==> src/rtl/music_box_pkg.sv <==
// Shared constants and types for the music box key path.
// Holds the default debounce timing and the saturating press-count helper.
package music_box_pkg;
    localparam int NUM_MUSIC_KEYS          = 6;
    localparam int CLOCK_HZ                = 50_000_000;
    localparam int DEBOUNCE_MS             = 10;
    localparam int DEFAULT_DEBOUNCE_CYCLES = (CLOCK_HZ / 1000) * DEBOUNCE_MS;
    localparam int PRESS_COUNT_W           = 16;

    typedef logic [NUM_MUSIC_KEYS-1:0] music_keys_t;

    // Adds a small increment to the press count, sticking at all-ones instead of wrapping.
    function automatic logic [PRESS_COUNT_W-1:0] sat_add_count(
        input logic [PRESS_COUNT_W-1:0] count,
        input logic [7:0]               inc
    );
        logic [PRESS_COUNT_W:0] sum;
        sum = {1'b0, count} + {{(PRESS_COUNT_W-7){1'b0}}, inc};
        return sum[PRESS_COUNT_W] ? {PRESS_COUNT_W{1'b1}} : sum[PRESS_COUNT_W-1:0];
    endfunction
endpackage

==> src/rtl/key_debounce_channel.sv <==
// One key: two-flop synchroniser, stability counter and the accepted (stable) level.
// Press/release pulses are registered alongside the level so they line up with it.
module key_debounce_channel #(
    parameter int DEBOUNCE_CYCLES = 500000
) (
    input  logic clk,
    input  logic rst,
    input  logic raw,
    output logic level,
    output logic press_pulse,
    output logic release_pulse
);
    localparam int CNT_W = $clog2(DEBOUNCE_CYCLES);
    localparam logic [CNT_W-1:0] LAST_COUNT = CNT_W'(DEBOUNCE_CYCLES - 1);

    logic             sync1;
    logic             sync2;
    logic [CNT_W-1:0] count;

    always_ff @(posedge clk or posedge rst) begin
        if (rst) begin
            sync1         <= 1'b1;
            sync2         <= 1'b1;
            level         <= 1'b1;
            count         <= '0;
            press_pulse   <= 1'b0;
            release_pulse <= 1'b0;
        end else begin
            sync1         <= raw;
            sync2         <= sync1;
            press_pulse   <= 1'b0;
            release_pulse <= 1'b0;
            // Any return to the accepted level restarts the stability window.
            if (sync2 == level) begin
                count <= '0;
            end else if (count == LAST_COUNT) begin
                level         <= sync2;
                count         <= '0;
                press_pulse   <= ~sync2;
                release_pulse <= sync2;
            end else begin
                count <= count + 1'b1;
            end
        end
    end
endmodule

==> src/rtl/music_key_debouncer.sv <==
// Debounces the active-low music keys and produces press/release pulses plus a press tally.
// debugString = {10'b0, output_MusicKey, press_count}.
module music_key_debouncer
    import music_box_pkg::*;
#(
    parameter int NUM_KEYS        = NUM_MUSIC_KEYS,
    parameter int DEBOUNCE_CYCLES = DEFAULT_DEBOUNCE_CYCLES
) (
    input  logic                clock_50Mhz,
    input  logic                reset,
    input  logic [NUM_KEYS-1:0] input_RawKey,
    output logic [NUM_KEYS-1:0] output_MusicKey,
    output logic [NUM_KEYS-1:0] keyPressPulse,
    output logic [NUM_KEYS-1:0] keyReleasePulse,
    output logic [31:0]         debugString
);
    logic [PRESS_COUNT_W-1:0] press_count;
    logic [7:0]               press_sum;

    for (genvar k = 0; k < NUM_KEYS; k++) begin : g_key
        key_debounce_channel #(
            .DEBOUNCE_CYCLES(DEBOUNCE_CYCLES)
        ) u_channel (
            .clk          (clock_50Mhz),
            .rst          (reset),
            .raw          (input_RawKey[k]),
            .level        (output_MusicKey[k]),
            .press_pulse  (keyPressPulse[k]),
            .release_pulse(keyReleasePulse[k])
        );
    end

    always_comb begin
        press_sum = '0;
        for (int i = 0; i < NUM_KEYS; i++) begin
            press_sum = press_sum + 8'(keyPressPulse[i]);
        end
    end

    // Written every cycle so the tally always reflects the register's own value.
    always_ff @(posedge clock_50Mhz or posedge reset) begin
        if (reset) begin
            press_count <= '0;
        end else begin
            press_count <= sat_add_count(press_count, press_sum);
        end
    end

    always_comb begin
        debugString                   = '0;
        debugString[15:0]             = press_count;
        debugString[16 +: NUM_KEYS]   = output_MusicKey;
    end
endmodule
==> config.mk <==
export PLATFORM = sky130hd
export DESIGN_NAME = music_key_debouncer
export DESIGN_NICKNAME = d
export VERILOG_FILES = /design/src/rtl/music_box_pkg.sv /design/src/rtl/key_debounce_channel.sv /design/src/rtl/music_key_debouncer.sv
export SDC_FILE = /design/constraint.sdc
export NUM_CORES = 1
export LEC_CHECK = 0
export CORE_AREA = 2 2 142 144
export DETAILED_ROUTE_END_ITERATION = 7
export DIE_AREA = 0 0 144 146
export PLACE_DENSITY = 0.64
export SLEW_MARGIN = 30
export SYNTH_ARGS = -nofsm -noshare
export SYNTH_HDL_FRONTEND = slang
export SYNTH_SLANG_ARGS = --single-unit
==> constraint.sdc <==
create_clock -name clock_50Mhz -period 9.02 [get_ports clock_50Mhz]
set_input_delay 1.804 -clock clock_50Mhz [delete_from_list [all_inputs] [get_ports clock_50Mhz]]
set_output_delay 1.804 -clock clock_50Mhz [all_outputs]
set_load 0.01 [all_outputs]
==> Word level (Yosys, flattened, before mapping) <==
Index checks and enable logic that the tools add are counted.
{ "word_totals": {"output_inout_bits": 50, "elab_cells": 116, "reg_bits": 160, "inputBits": 8} }
{ "op_classes": {"n_reduce_logical": 6, "n_bitwise": 12, "eq_ne": 12, "mux": 37, "n_addsub": 12} }
{ "op_table": {"columns": ["operator", "count"], "rows": [
  ["two-way mux 19 bit", 12],
  ["adder 19 x 1 -> 19 bit (second input constant)", 6],
  ["equality test 19 bit (second input constant)", 6],
  ["two-way mux 1 bit", 24],
  ["adder 16 x 6 -> 17 bit", 1],
  ["two-way mux 16 bit", 1],
  ["inverter 1 bit", 12],
  ["AND reduction 2 bit", 6],
  ["adder 5 x 1 -> 6 bit", 1],
  ["equality test 1 bit", 6],
  ["adder 4 x 1 -> 5 bit", 1],
  ["adder 3 x 1 -> 4 bit", 1],
  ["adder 2 x 1 -> 3 bit", 1],
  ["adder 1 x 1 -> 2 bit", 1]
]} }

==> Depth between registers and ports, before layout <==
{ "depth": {"depth_word": 7, "depth_mapped": 12, "depth_no_buf": 11} }

==> Hierarchy <==
Synthesis repeated with hierarchy kept, for this count alone.
{ "unflattened": {"hier_cells": 773, "hier_area_um2": 8255.4} }
{ "modules_own_cells": {"columns": ["module", "instances", "area_per_inst_um2", "cells_each"], "rows": [
  ["key_debounce_channel", 6, 1196.1, 110],
  ["music_key_debouncer", 1, 1078.5, 113]
]} }

==> Worst setup path before layout <==
No wires, ideal clock.
{ "synth_path": {"path_kind": "register to register", "start": "register press_count[0]", "end": "register press_count[10]", "stages_incl_launch_ff": 13, "required_time_ps": 8886, "t_arrival_ps": 3154, "synth_period_minus_slack_ps": 3288, "setup_slack_ps": 5732, "path_cell_list": "dfrtp_1 -> fa_1 -> inv_1 -> fa_1 -> fa_1 -> inv_1 -> fa_1 -> a21o_1 -> and4_1 -> and3_1 -> nand3_1 -> clkbuf_1 -> nand2_1"} }
{ "synth_between": {"elab_chain_len": 2} }
{ "synth_rtl": {"columns": ["element", "line", "rtl"], "rows": [
  ["start, declared", "music_key_debouncer.sv:17", "logic [PRESS_COUNT_W-1:0] press_count;"],
  ["start signal, assigned", "music_key_debouncer.sv:45", "press_count <= sat_add_count(press_count, press_sum);"],
  ["adder 16 x 6 -> 17 bit", "music_box_pkg.sv:18", "sum = {1'b0, count} + {{(PRESS_COUNT_W-7){1'b0}}, inc};"],
  ["two-way mux 16 bit", "music_box_pkg.sv:19", "return sum[PRESS_COUNT_W] ? {PRESS_COUNT_W{1'b1}} : sum[PRESS_COUNT_W-1:0];"]
]} }
Every way passes these cells.
A chain may end at the register's enable or synchronous reset.

==> Final worst setup path <==
{ "layout_path": {"start": "register press_count[0]", "end": "register press_count[13]"} }
The elaborated chain is that of the path after synthesis.

==> impl_metrics.env <==
export IMPL_n_antenna_cell=0
export IMPL_cts_setup_buffers=0
export IMPL_multi_input_area_um2=3260
export IMPL_clock_latency_ps=430
export IMPL_synth_top_area_cell="dfrtp_1"
export IMPL_io_pin_count=58
export IMPL_start_util_pct=39.7
export IMPL_powerDensity_nw_per_um2=173
export IMPL_die_h_um=146
export IMPL_async_flop_share_pct=100
export IMPL_max_freq_ghz=0.283
export IMPL_vias=5040
export IMPL_clkTransAtPathRegs_ps=70
export IMPL_dr_pass1_iters=4
export IMPL_syn_area_um2=7680
export IMPL_status="complete, no violations"
export IMPL_viasPerCell=4.77
export IMPL_cts_tree="yes"
export IMPL_whs_ps=356
export IMPL_ant_nets=0
export IMPL_grt_max_degree=84
export IMPL_crit_fanout=13
export IMPL_syn2layout_area_growth_pct=14.6
export IMPL_fin_crit_sh_pct=39.2
export IMPL_antenna_found_initial=1
export IMPL_hold_violations=0
export IMPL_drt_wl_total_um=13200
export IMPL_regArea_um2=4030
export IMPL_worstPathRequired_ps=9370
export IMPL_rsz0062_at_grt="false"
export IMPL_root_buffer="clkbuf_16"
export IMPL_die_w_um=144
export IMPL_clock_sinks=160
export IMPL_skew_ps=9.16
export IMPL_die_area_um2=21000
export IMPL_dr_wl_met2_um=6040
export IMPL_met1Wirelength_um=6460
export IMPL_post_drt_wl_per_cell_um=12.4
export IMPL_grt_pass1_vias=5006
export IMPL_layout_nets=800
export IMPL_finalSetupViolations=0
export IMPL_syn_inst=751
export IMPL_yosysTopAreaCellShare_pct=46.3
export IMPL_timing_rr_end="press_count[13]"
export IMPL_drc=0
export IMPL_synth_area_leaders="dfrtp_1 46%, xor2_1 8.2%, nor2_1 6.7%"
export IMPL_r2r_start="press_count[0]"
export IMPL_gp_congestion=0.766
export IMPL_synth_edf_count=0
export IMPL_rows=51
export IMPL_post_cts_resized=0
export IMPL_fillers=1834
export IMPL_synth_area_per_cell_um2=10.2
export IMPL_ys_flop_type="dfrtp_1"
export IMPL_cap_violations=0
export IMPL_synth_common_cells="142 x dfrtp_1, 137 x nor2_1, 73 x nand2_1"
export IMPL_hp_start="g_key[0].u_channel.sync1"
export IMPL_clockBufferDepth=2
export IMPL_min_to="g_key[0].u_channel.sync2"
export IMPL_grt_pass1_wl_um=23400
export IMPL_core_area_um2=19300
export IMPL_post_route_min_period_ps=3530
export IMPL_grt_use_total_pct=13.8
export IMPL_crit_path_end_kind="register"
export IMPL_worstPathArrival_ps=3880
export IMPL_leakagePower_nw=3.79
export IMPL_port_buffers=47
export IMPL_synthMostInstantiatedCell="dfrtp_1"
export IMPL_grt_remaining_overflow=0
export IMPL_yosysWarnings=0
export IMPL_htree_levels=4
export IMPL_hp_class="register to register"
export IMPL_hpwl_um=8840
export IMPL_crit_type="register to register"
export IMPL_ir_worst_vdd_mv=0.132
export IMPL_ys_types=49
export IMPL_dr_first_iter_drc_count=306
export IMPL_r2r_cells=11
export IMPL_holdPathStages=0
export IMPL_critPathLaunchType="register"
export IMPL_highest_layer="met4"
export IMPL_ys_seq_area_share_pct=52.4
export IMPL_worst_pin_slew_ps=802
export IMPL_r2r_slack_ps=5490
export IMPL_hold_buffers=0
export IMPL_slew_headroom_pct=46.1
export IMPL_cts_buffers_inserted=17
export IMPL_synth_seq_cells=160
export IMPL_slew_viol_final=0
export IMPL_setup_tns_ps=0
export IMPL_drive_gt1_share_pct=8.21
export IMPL_wl_met3_um=504
state kept, by name (all words and copies together) (netlist names):
signal                         count
g_key.u_channel.press_pulse        6
g_key.u_channel.level              6
g_key.u_channel.sync2              6
g_key.u_channel.sync1              6
g_key.u_channel.count            114
press_count                       16
g_key.u_channel.release_pulse      6
critical path, stage by stage, from the launching register on:
cell	delay (ps)
dfrtp_1	400
fa_1	530
inv_1	50
fa_1	440
fa_1	400
inv_1	90
fa_1	210
a21o_1	200
and4_1	250
and3_1	210
nand3_1	390
a31oi_1	280
layout make-up:
type / count / area share (%)
flip-flops and latches: 160 / 45.8
multi-input cells: 532 / 37.1
repair buffers: 48 / 5.48
clock buffers: 19 / 5.04
well taps: 265 / 3.77
clock inverters: 13 / 1.98
inverters: 20 / 0.910
cells in the final DEF (no fill, tap or decap), types with 3 or more instances in the layout:
cell type        Yosys  routed
nand2b_1             3       3
nor4_1               7       7
or2_2                3       3
and3_1              16      16
fa_1                 4       4
or4_1                6       6
and4_1              11      11
nand3b_1             4       4
inv_1               20      19
a21oi_1              4       4
nor2_1             137     137
xnor2_1             46      46
bufinv_16            0       3
inv_6                0       5
xor2_1              72      72
conb_1               1      10
nor4b_1              4       4
mux2_2               4       4
nand3_1             40      40
nor3_1              11      11
clkdlybuf4s50_1      0      47
nand2_1             73      73
dfstp_2             18      18
ha_1                 9       9
nand4_1             28      28
clkbuf_16            0      17
dfrtp_1            142     142
nor3b_1             14      14
and2_1               4       4
logic make-up after synthesis:
kind of cell	share of synthesized area (%)
adder cells (fa/ha/maj)	2.51
AO/OA/AOI/OAI	0.782
multiplexers	0.782
XOR/XNOR	13.5
other	0.0488
flip-flops	52.4
buffers and inverters	5.54
AND/OR/NAND/NOR	24.4
worst max-delay path by stage:
stage	from	to	slack, ps
floorplan	reset	g_key[0].u_channel.count[0]	2930
global placement	reset	g_key[0].u_channel.count[13]	5080
detailed placement	reset	g_key[0].u_channel.count[13]	5420
CTS	press_count[0]	press_count[13]	5450
global route	press_count[0]	press_count[13]	5280
finish	press_count[0]	press_count[13]	5490
layer usage:
layer	vias to the layer above	track usage [%]
li1	2503	-
met1	2448	18.7
met2	80	21.2
met3	9	3.98
met4	0	4.41
met5	-	0
power breakdown:
group          total, mW  internal [mW]  switching [mW]
registers          0.738          0.729         0.00901
clock network      0.745          0.448           0.297
logic             0.0418         0.0116          0.0302
metrics by stage:
stage	std cells	total power, mW	cell area (µm²)	worst slack, ps	utilization [%]
6_report	1057	1.52	8800	5490	45.5
5_1_grt	1057	1.58	8800	5280	45.5
4_1_cts	1057	1.55	8800	5450	45.5
3_5_place_dp	1025	0.795	8180	5420	42.3
3_3_place_gp	1025	0.794	8180	5080	42.3
2_1_floorplan	760	0.786	7710	2930	-
(Power assumes the default switching activity.)
